==> src/rtl/frv_dispatch_nfwd.sv <==
// frv_dispatch_nfwd: decode->execute dispatch stage.
// Reads operands from a 32-entry GPR file, with forwarding from NFWD younger pipeline stages.
// Stalls on results that later stages have not produced yet.
// Builds the A/B/C operands and places them in a 1- or 2-entry output buffer.
// Ports:
//   g_clk, g_resetn            clock, synchronous active-low reset
//   s2_*                       decode-side instruction and handshake (s2_p_valid/s2_p_busy)
//   flush, cf_*                pipeline flush and control-flow redirect of the PC
//   fwd_rd/fwd_wdata/fwd_late  forwarding sources, index 0 youngest
//   gpr_wen/gpr_rd/gpr_wdata   register-file write port
//   s3_*                       execute-side payload and handshake (s3_p_valid/s3_p_busy)
//   stall_cycles               saturating count of hazard stall cycles
module frv_dispatch_nfwd #(
  parameter int unsigned     XLEN     = 32,
  parameter int unsigned     NFWD     = 2,
  parameter int unsigned     SKID     = 1,
  parameter logic [XLEN-1:0] PC_RESET = 32'h8000_0000
) (
  input  logic                 g_clk,
  input  logic                 g_resetn,
  input  logic                 s2_p_valid,
  output logic                 s2_p_busy,
  input  logic [4:0]           s2_rd,
  input  logic [4:0]           s2_rs1,
  input  logic [4:0]           s2_rs2,
  input  logic [XLEN-1:0]      s2_imm,
  input  logic [4:0]           s2_uop,
  input  logic [4:0]           s2_fu,
  input  logic                 s2_trap,
  input  logic [1:0]           s2_size,
  input  logic [31:0]          s2_instr,
  input  logic                 s2_wb,
  input  logic [7:0]           s2_opr_src,
  input  logic                 flush,
  input  logic                 cf_req,
  input  logic                 cf_ack,
  input  logic [XLEN-1:0]      cf_target,
  input  logic [5*NFWD-1:0]    fwd_rd,
  input  logic [XLEN*NFWD-1:0] fwd_wdata,
  input  logic [NFWD-1:0]      fwd_late,
  input  logic                 gpr_wen,
  input  logic [4:0]           gpr_rd,
  input  logic [XLEN-1:0]      gpr_wdata,
  output logic [4:0]           s3_rd,
  output logic [XLEN-1:0]      s3_pc,
  output logic [XLEN-1:0]      s3_opr_a,
  output logic [XLEN-1:0]      s3_opr_b,
  output logic [XLEN-1:0]      s3_opr_c,
  output logic [4:0]           s3_uop,
  output logic [4:0]           s3_fu,
  output logic                 s3_trap,
  output logic [1:0]           s3_size,
  output logic [31:0]          s3_instr,
  output logic                 s3_p_valid,
  input  logic                 s3_p_busy,
  output logic [31:0]          stall_cycles
);

  localparam int unsigned XL    = XLEN - 1;
  localparam int          Depth = (SKID != 0) ? 2 : 1;

  typedef struct packed {
    logic [4:0]  rd;
    logic [XL:0] pc;
    logic [XL:0] opr_a;
    logic [XL:0] opr_b;
    logic [XL:0] opr_c;
    logic [4:0]  uop;
    logic [4:0]  fu;
    logic        trap;
    logic [1:0]  size;
    logic [31:0] instr;
  } entry_t;

  logic [XL:0] gpr_q [0:31];
  logic [XL:0] pc_q, pc_d;
  logic [31:0] stall_q, stall_d;
  entry_t      ent_q [Depth];
  entry_t      ent_d [Depth];
  logic [1:0]  cnt_q, cnt_d;

  logic        hazard, buffer_full, accept, deq;
  logic [XL:0] rs1_val, rs2_val, pc_imm, pc_inc;
  logic [1:0]  wr_idx;
  entry_t      new_ent;

  // GPR file has no reset; x0 is never written.
  always_ff @(posedge g_clk) begin
    if (gpr_wen && gpr_rd != 5'd0) begin
      gpr_q[gpr_rd] <= gpr_wdata;
    end
  end

  // Operand fetch. Priority: youngest forwarding source, then a same-cycle GPR write,
  // then the stored GPR value. x0 always reads as zero.
  always_comb begin
    rs1_val = gpr_q[s2_rs1];
    rs2_val = gpr_q[s2_rs2];
    if (gpr_wen && gpr_rd == s2_rs1) rs1_val = gpr_wdata;
    if (gpr_wen && gpr_rd == s2_rs2) rs2_val = gpr_wdata;
    // Walk oldest to youngest so the lowest matching index wins.
    for (int i = NFWD - 1; i >= 0; i--) begin
      if (fwd_rd[5*i +: 5] == s2_rs1) rs1_val = fwd_wdata[XLEN*i +: XLEN];
      if (fwd_rd[5*i +: 5] == s2_rs2) rs2_val = fwd_wdata[XLEN*i +: XLEN];
    end
    if (s2_rs1 == 5'd0) rs1_val = '0;
    if (s2_rs2 == 5'd0) rs2_val = '0;
  end

  // A late source (load/CSR) cannot be forwarded yet, so the instruction must wait.
  always_comb begin
    hazard = 1'b0;
    for (int i = 0; i < NFWD; i++) begin
      if (fwd_late[i] && fwd_rd[5*i +: 5] != 5'd0 &&
          (fwd_rd[5*i +: 5] == s2_rs1 || fwd_rd[5*i +: 5] == s2_rs2)) begin
        hazard = 1'b1;
      end
    end
  end

  assign deq         = s3_p_valid & ~s3_p_busy;
  assign buffer_full = (SKID != 0) ? (cnt_q == 2'd2) : (s3_p_valid & s3_p_busy);
  assign s2_p_busy   = hazard | buffer_full;
  assign accept      = s2_p_valid & ~s2_p_busy & ~flush;

  assign pc_imm = pc_q + s2_imm;
  assign pc_inc = s2_size[1] ? XLEN'(4) : (s2_size[0] ? XLEN'(2) : '0);

  // Operand selects are one-hot per operand, so an AND-OR mux suffices.
  always_comb begin
    new_ent       = '0;
    new_ent.rd    = (s2_wb | s2_trap) ? s2_rd : 5'd0;
    new_ent.pc    = pc_q;
    new_ent.opr_a = ({XLEN{s2_opr_src[0]}} & rs1_val)
                  | ({XLEN{s2_opr_src[1]}} & pc_imm)
                  | ({XLEN{s2_opr_src[2]}} & XLEN'(s2_rs1));
    new_ent.opr_b = ({XLEN{s2_opr_src[3]}} & rs2_val)
                  | ({XLEN{s2_opr_src[4]}} & s2_imm);
    new_ent.opr_c = ({XLEN{s2_opr_src[5]}} & rs2_val)
                  | ({XLEN{s2_opr_src[6]}} & XLEN'(s2_imm[31:20]))
                  | ({XLEN{s2_opr_src[7]}} & pc_imm);
    new_ent.uop   = s2_uop;
    new_ent.fu    = s2_fu;
    new_ent.trap  = s2_trap;
    new_ent.size  = s2_size;
    new_ent.instr = s2_instr;
  end

  // Redirect wins over sequential advance; flush leaves the PC alone.
  always_comb begin
    pc_d = pc_q;
    if (cf_req && cf_ack) begin
      pc_d = cf_target;
    end else if (accept) begin
      pc_d = pc_q + pc_inc;
    end
  end

  always_comb begin
    stall_d = stall_q;
    if (s2_p_valid && hazard && stall_q != 32'hFFFF_FFFF) begin
      stall_d = stall_q + 32'd1;
    end
  end

  // Slot 0 is always the head, so s3 outputs come straight from one register.
  // On dequeue the tail shifts forward, and a new entry lands in the first free slot.
  always_comb begin
    ent_d  = ent_q;
    cnt_d  = cnt_q;
    wr_idx = cnt_q;
    if (flush) begin
      cnt_d = 2'd0;
    end else begin
      if (deq) begin
        for (int i = 0; i < Depth - 1; i++) begin
          ent_d[i] = ent_q[i+1];
        end
        wr_idx = cnt_q - 2'd1;
      end
      for (int i = 0; i < Depth; i++) begin
        if (accept && i == int'(wr_idx)) ent_d[i] = new_ent;
      end
      cnt_d = cnt_q + {1'b0, accept} - {1'b0, deq};
    end
  end

  always_ff @(posedge g_clk) begin
    if (!g_resetn) begin
      pc_q    <= PC_RESET;
      stall_q <= '0;
      cnt_q   <= '0;
      for (int i = 0; i < Depth; i++) begin
        ent_q[i] <= '0;
      end
    end else begin
      pc_q    <= pc_d;
      stall_q <= stall_d;
      cnt_q   <= cnt_d;
      for (int i = 0; i < Depth; i++) begin
        ent_q[i] <= ent_d[i];
      end
    end
  end

  assign s3_p_valid   = (cnt_q != 2'd0);
  assign s3_rd        = ent_q[0].rd;
  assign s3_pc        = ent_q[0].pc;
  assign s3_opr_a     = ent_q[0].opr_a;
  assign s3_opr_b     = ent_q[0].opr_b;
  assign s3_opr_c     = ent_q[0].opr_c;
  assign s3_uop       = ent_q[0].uop;
  assign s3_fu        = ent_q[0].fu;
  assign s3_trap      = ent_q[0].trap;
  assign s3_size      = ent_q[0].size;
  assign s3_instr     = ent_q[0].instr;
  assign stall_cycles = stall_q;

endmodule

==> config.mk <==
export PLATFORM = sky130hd
export DESIGN_NAME = frv_dispatch_nfwd
export DESIGN_NICKNAME = d
export VERILOG_FILES = /design/src/rtl/frv_dispatch_nfwd.sv
export SDC_FILE = /design/constraint.sdc
export NUM_CORES = 2
export LEC_CHECK = 0
export ABC_AREA = 1
export BUFFER_PORTS_ARGS = -buffer_cell sky130_fd_sc_hd__buf_4
export CAP_MARGIN = 20
export CORE_ASPECT_RATIO = 0.7
export CORE_MARGIN = 5
export CORE_UTILIZATION = 30
export DETAILED_ROUTE_END_ITERATION = 7
export PLACE_DENSITY = 0.56
export SYNTH_ARGS = -nofsm -noshare
export SYNTH_HDL_FRONTEND = slang
export SYNTH_SLANG_ARGS = --single-unit
export TNS_END_PERCENT = 30
==> constraint.sdc <==
create_clock -name g_clk -period 2.9 [get_ports g_clk]
set_clock_uncertainty 0.15 [all_clocks]
set_input_delay 0.145 -clock g_clk [delete_from_list [all_inputs] [get_ports g_clk]]
set_output_delay 0.145 -clock g_clk [all_outputs]
set_load 0.02 [all_outputs]
## After elaboration in Yosys (flattened, before gate mapping)

Memories as Yosys holds them, arrays and structs flattened.
Index checks and enable logic that the tools add are counted.

- Word-level logic and storage cells: 108
- Bits of input ports: 254
- Memories: 1
- RAM bits: 1024
- Flip-flop bits (word level): 422

Memory list:

| memory | depth | bits a word | read ports | clocked after memory_dff | write ports | line | RTL |
|---|---|---|---|---|---|---|---|
| gpr_q | 32 | 32 | 2 | 0 | 1 | 75 | `logic [XL:0] gpr_q [0:31];` |

- Mux-type cells: 21
- Bitwise operators: 22
- $add $sub $neg: 6
- Reduce and logical (&&, ||, !) cells: 26
- Equality and inequality tests: 9

Operators by type and width:

| operator | number |
|---|---|
| 2-to-1 mux 178 bit | 2 |
| 2-to-1 mux 32 bit | 10 |
| bitwise AND 32 bit | 6 |
| OR 32 bit | 5 |
| adder 32 x 1 -> 32 bit, second input constant | 1 |
| adder 32 x 3 -> 32 bit | 1 |
| adder 32 bit | 1 |
| bitwise AND 32 x 12 -> 32 bit | 1 |
| bitwise AND 32 x 5 -> 32 bit | 1 |
| inequality test 32 bit, second input constant | 1 |
| equality test 5 bit | 6 |
| nonzero test 5 bit | 3 |
| logical AND 1 bit | 12 |
| logical NOT 5 bit | 2 |
| 2-to-1 mux 2 bit | 3 |
| nonzero test 2 bit | 3 |
| 2-to-1 mux 5 bit | 1 |
| 2-to-1 mux 1 bit | 4 |
| NOT 1 bit | 4 |
| AND reduction 2 bit | 2 |
| bitwise AND 1 bit | 3 |
| 2-to-1 mux 3 bit | 1 |
| adder 2 x 1 -> 2 bit | 1 |
| equality test 2 bit, first input constant | 1 |
| 7 further kinds | 9 |

## Longest topological paths before layout

- Word-level depth: 12
- Gate-level depth with buffers: 21

## Worst setup path after synthesis

OpenSTA, ideal clock, no wires.

- Path kind: register to register
- Start point: register pc_q[1]
- End point: register pc_q[31]
- Clock period less this slack: 2668 ps
- Setup slack: 232 ps
- Cell stages (with the launch flop): 20
- Arrival: 2382 ps
- Path through: dfxtp_1 -> ha_1 -> inv_1 -> fa_1 -> inv_1 -> nand2_1 -> nor3_1 -> nand2_1 -> inv_1 -> nand2_1 -> inv_1 -> nand2_1 -> nor2_1 -> nand2_1 -> nor2_1 -> nand2_1 -> nand3_1 -> nand2_1 -> nand2_1 -> o211ai_1

- Cells in the longest elaborated chain, start to end: 3

Ends and longest elaborated chain:

| what | line | RTL |
|---|---|---|
| start: declaration | 76 | `logic [XL:0] pc_q, pc_d;` |
| start signal: assignment | 197 | `pc_q <= pc_d;` |
| adder 32 x 3 -> 32 bit | 155 | `pc_d = pc_q + pc_inc;` |
| 2-to-1 mux 32 bit | 154 | `end else if (accept) begin` |
| 2-to-1 mux 32 bit | 152 | `if (cf_req && cf_ack) begin` |

No other way between the ends. The select of a mux whose other input is x is not followed.
A chain may end at the register's enable or synchronous reset.

## Final worst setup path

- Start point: register pc_q[1]
- End point: register ent_q[74] (netlist bit)

- Cells in the longest elaborated chain, start to end: 3

Ends and longest elaborated chain:

| what | line | RTL |
|---|---|---|
| adder 32 bit | 126 | `assign pc_imm = pc_q + s2_imm;` |
| bitwise AND 32 bit | 141 | `\| ({XLEN{s2_opr_src[7]}} & pc_imm);` |
| OR 32 bit | 141 |  |
| end signal: indexed assignment | 201 | `ent_q[i] <= ent_d[i];` |
| end: declaration | 78 | `entry_t ent_q [Depth];` |

No other way between the ends.

==> run metrics <==
clock buffer depth=4; CTS tree=built; GRT Total Usage=0.2417; largest net degree at the start of global routing=141; IO Count=466; prevailing post-synth register cell=edfxtp_1; PwrDens=535.5 mW/mm^2; initial core utilization=0.3005; Yosys Warn Count=0; count of final max-slew check failures=0; final setup TNS=0 ps; hpwl dp=226.9 mm; placed inst area=0.08892 mm^2; port bufs=465; Final Hold Fails=0; dominant cell type by area after synthesis=edfxtp_1; Mean Syn Cell Area=7.495 um^2; Sw Share=0.2920; initial antenna violation count=40; via count=76.18k; final instance area=0.09796 mm^2; Placed Cells=14.18k; Synth top area share=0.3926; Seq/Total Area, Yosys=0.5004; # nets final=11.51k; endpoints failing setup=0; Comb pwr share=0.180; CP Launch Type=register; unrepaired setup endpoints after global routing=yes; Synth top cells by count=nand2_1, nand3_1, edfxtp_1, inv_1, nor2_1; Post-Syn Area=0.07833 mm^2; Worst Tran Pin Value=793.1 ps; Via density=5.128; Routability Congestion=0.9818; core area=0.2607 mm^2; Rows=157; routed len/inst=23.25 um; Clock power frac=0.385; CTS sink count=1,446; register bit total from synthesis=1,446; Cell variety after synth=49; DR iter-0 viols=10.91k; Net Switching=15.32 mW; internal power=37.14 mW; Die Wd=620.7 um; hold_ws=27.86 ps; P&R area growth vs syn=25.06%; synthesized instance count=10.45k; Tot Pwr=52.45 mW; outcome=complete, but fails checks; Area contributors post-synth=edfxtp_1, nand2_1, dfxtp_1; MaxCap Viol Count=0; Clock transition at path regs=60 ps; Chip Height=437.5 um; Post-synth EDFFs=1,024; fmax=351.6 MHz; Critical Path AT=3400 ps; Final Cycle Share=0.9808; endpoint class of the critical path=register; Sequential Power Share=0.435; Critical Path RT=3450 ps; H-Tree Level Count=4; Remaining DRCs=7; leak pwr=42.20 nW; Setup CP Type=reg2reg; global route overflow=0; failing checks=DRC; layout cells sized above 1=0.1243; first-pass GRT wire length=489.1 mm; DRT antenna net count=0; final worst slack=55.66 ps; final WL=345.4 mm; CTS root buf=clkbuf_16; cts bufs inserted=160; Worst VDD drop=0.5451 mV; Die ar.=0.2716 mm^2; most frequent cell after synthesis=nand2_1; worst hold path class=in2reg; non-filler instance count after layout=14.86k; post-route minimum period=2844 ps; number of global-route vias before repair=68.42k; Setup WS pre-CTS=-117.0 ps; Post-synth ARST share=0; Slew HR=0.4713; worst skew pair latency=840 ps; Max FO, Critical Path=5; first drt pass iteration count=8; Finished Core Util=0.3758
sequential cells by signal, summed over array words and instances, names as in the netlist:
name and cells:
s3_rd 5, gpr_q 1024, s3_instr 32, stall_cycles 32, s3_opr_c 32, s3_size 2
pc_q 32, s3_opr_a 32, s3_trap 1, ent_q 178, s3_uop 5, s3_pc 32
s3_opr_b 32, cnt_q 2, s3_fu 5
what timing repair did:
item                                    4_1_cts  5_1_grt
endpoints found under the hold margin      1456        0
endpoints found under the setup margin        3       86
setup buffers                                 0        5
pin swaps                                     0        5
resized for setup                             2       88
gates cloned                                  0        3
hold buffers                                377        0
critical path, stage by stage, from the launching register on:
cell,delay [ps]
dfxtp_2,330
buf_4,140
ha_1,260
nand2_1,40
o21ai_0,170
buf_4,180
a21boi_0,120
o21ai_0,170
buf_4,170
nand3_1,150
nand2_1,110
nand2_1,70
nand3_1,70
nand2_1,260
o21ai_0,250
inv_1,50
layout make-up:
type	instances	area, um^2
fill	26830	162700
inverter	772	2955
timing repair buffer	1424	13770
tap	3498	4377
multi-input combinational	7416	32680
sequential	1446	39200
clock buffer	202	4315
antenna	22	55.05
clock inverter	75	609.3
path summary, 6_finish.rpt:
kind / startpoint / end / slack [ps] / cells past startpoint
worst max-delay path: pc_q[1] / ent_q[74] / 60 / 15
worst min-delay path: s2_instr[7] / ent_q[7] / 30 / 4
worst max register to register: pc_q[1] / ent_q[74] / 60 / 15
worst min register to register: ent_q[173] / ent_q[173] / 300 / 2
cells in the final DEF, fill, tap and decap left out, types with 8 or more instances in the layout:
cell type      count
buf_4            877
buf_12           164
dfxtp_1          421
clkinv_2          30
a22o_1             8
nor2_4            35
nor2_2            10
nand2_2           28
clkinv_1          26
nor3_1            28
nand2_1         3840
nor2_1           671
diode_2           22
nand4_1           20
clkbuf_16        166
inv_1            752
a21oi_1          651
nand3_1         1416
a31oi_1           18
clkbuf_1          30
o21ai_1           24
dlygate4sd3_1    371
conb_1            32
or2_2             17
nand3b_1           9
inv_2              8
clkbuf_8           9
xnor2_1           12
o211ai_1          13
edfxtp_1        1024
xor2_1            50
ha_1              37
bufinv_16          9
o21ai_0          426
routing by layer:
metal / global-route usage / up-vias / share of wire
li1: - / 35410 / -
met1: 0.3478 / 35660 / 0.42
met2: 0.3409 / 4301 / 0.41
met3: 0.06076 / 807 / 0.12
met4: 0.1036 / 2 / 0.050
met5: 0 / - / 0.000038
kinds of logic after synthesis:
family / count (synthesis) / synth area share
DFF: 1446 / 0.5004
xor gates and xnor gates: 63 / 0.007045
muxes: 2 / 0.0002556
other: 1 / 0.00004788
buffers and inverters: 1620 / 0.09014
AOI/OAI and AO/OA: 1176 / 0.07722
and+or+nand+nor: 6103 / 0.3183
adders and majority gates: 40 / 0.006581
power groups by stage:
stage                     clock (mW)  combinational, mW  sequential (mW)
after CTS                       20.4               9.15             22.8
after global placement             0               8.59             23.3
after global routing            21.3               10.1             22.9
after floorplan                    0               4.48             23.2
after detailed placement           0               8.57             23.3
final                           20.2               9.45             22.8
No activity file was read; power rests on OpenSTA's default activity.
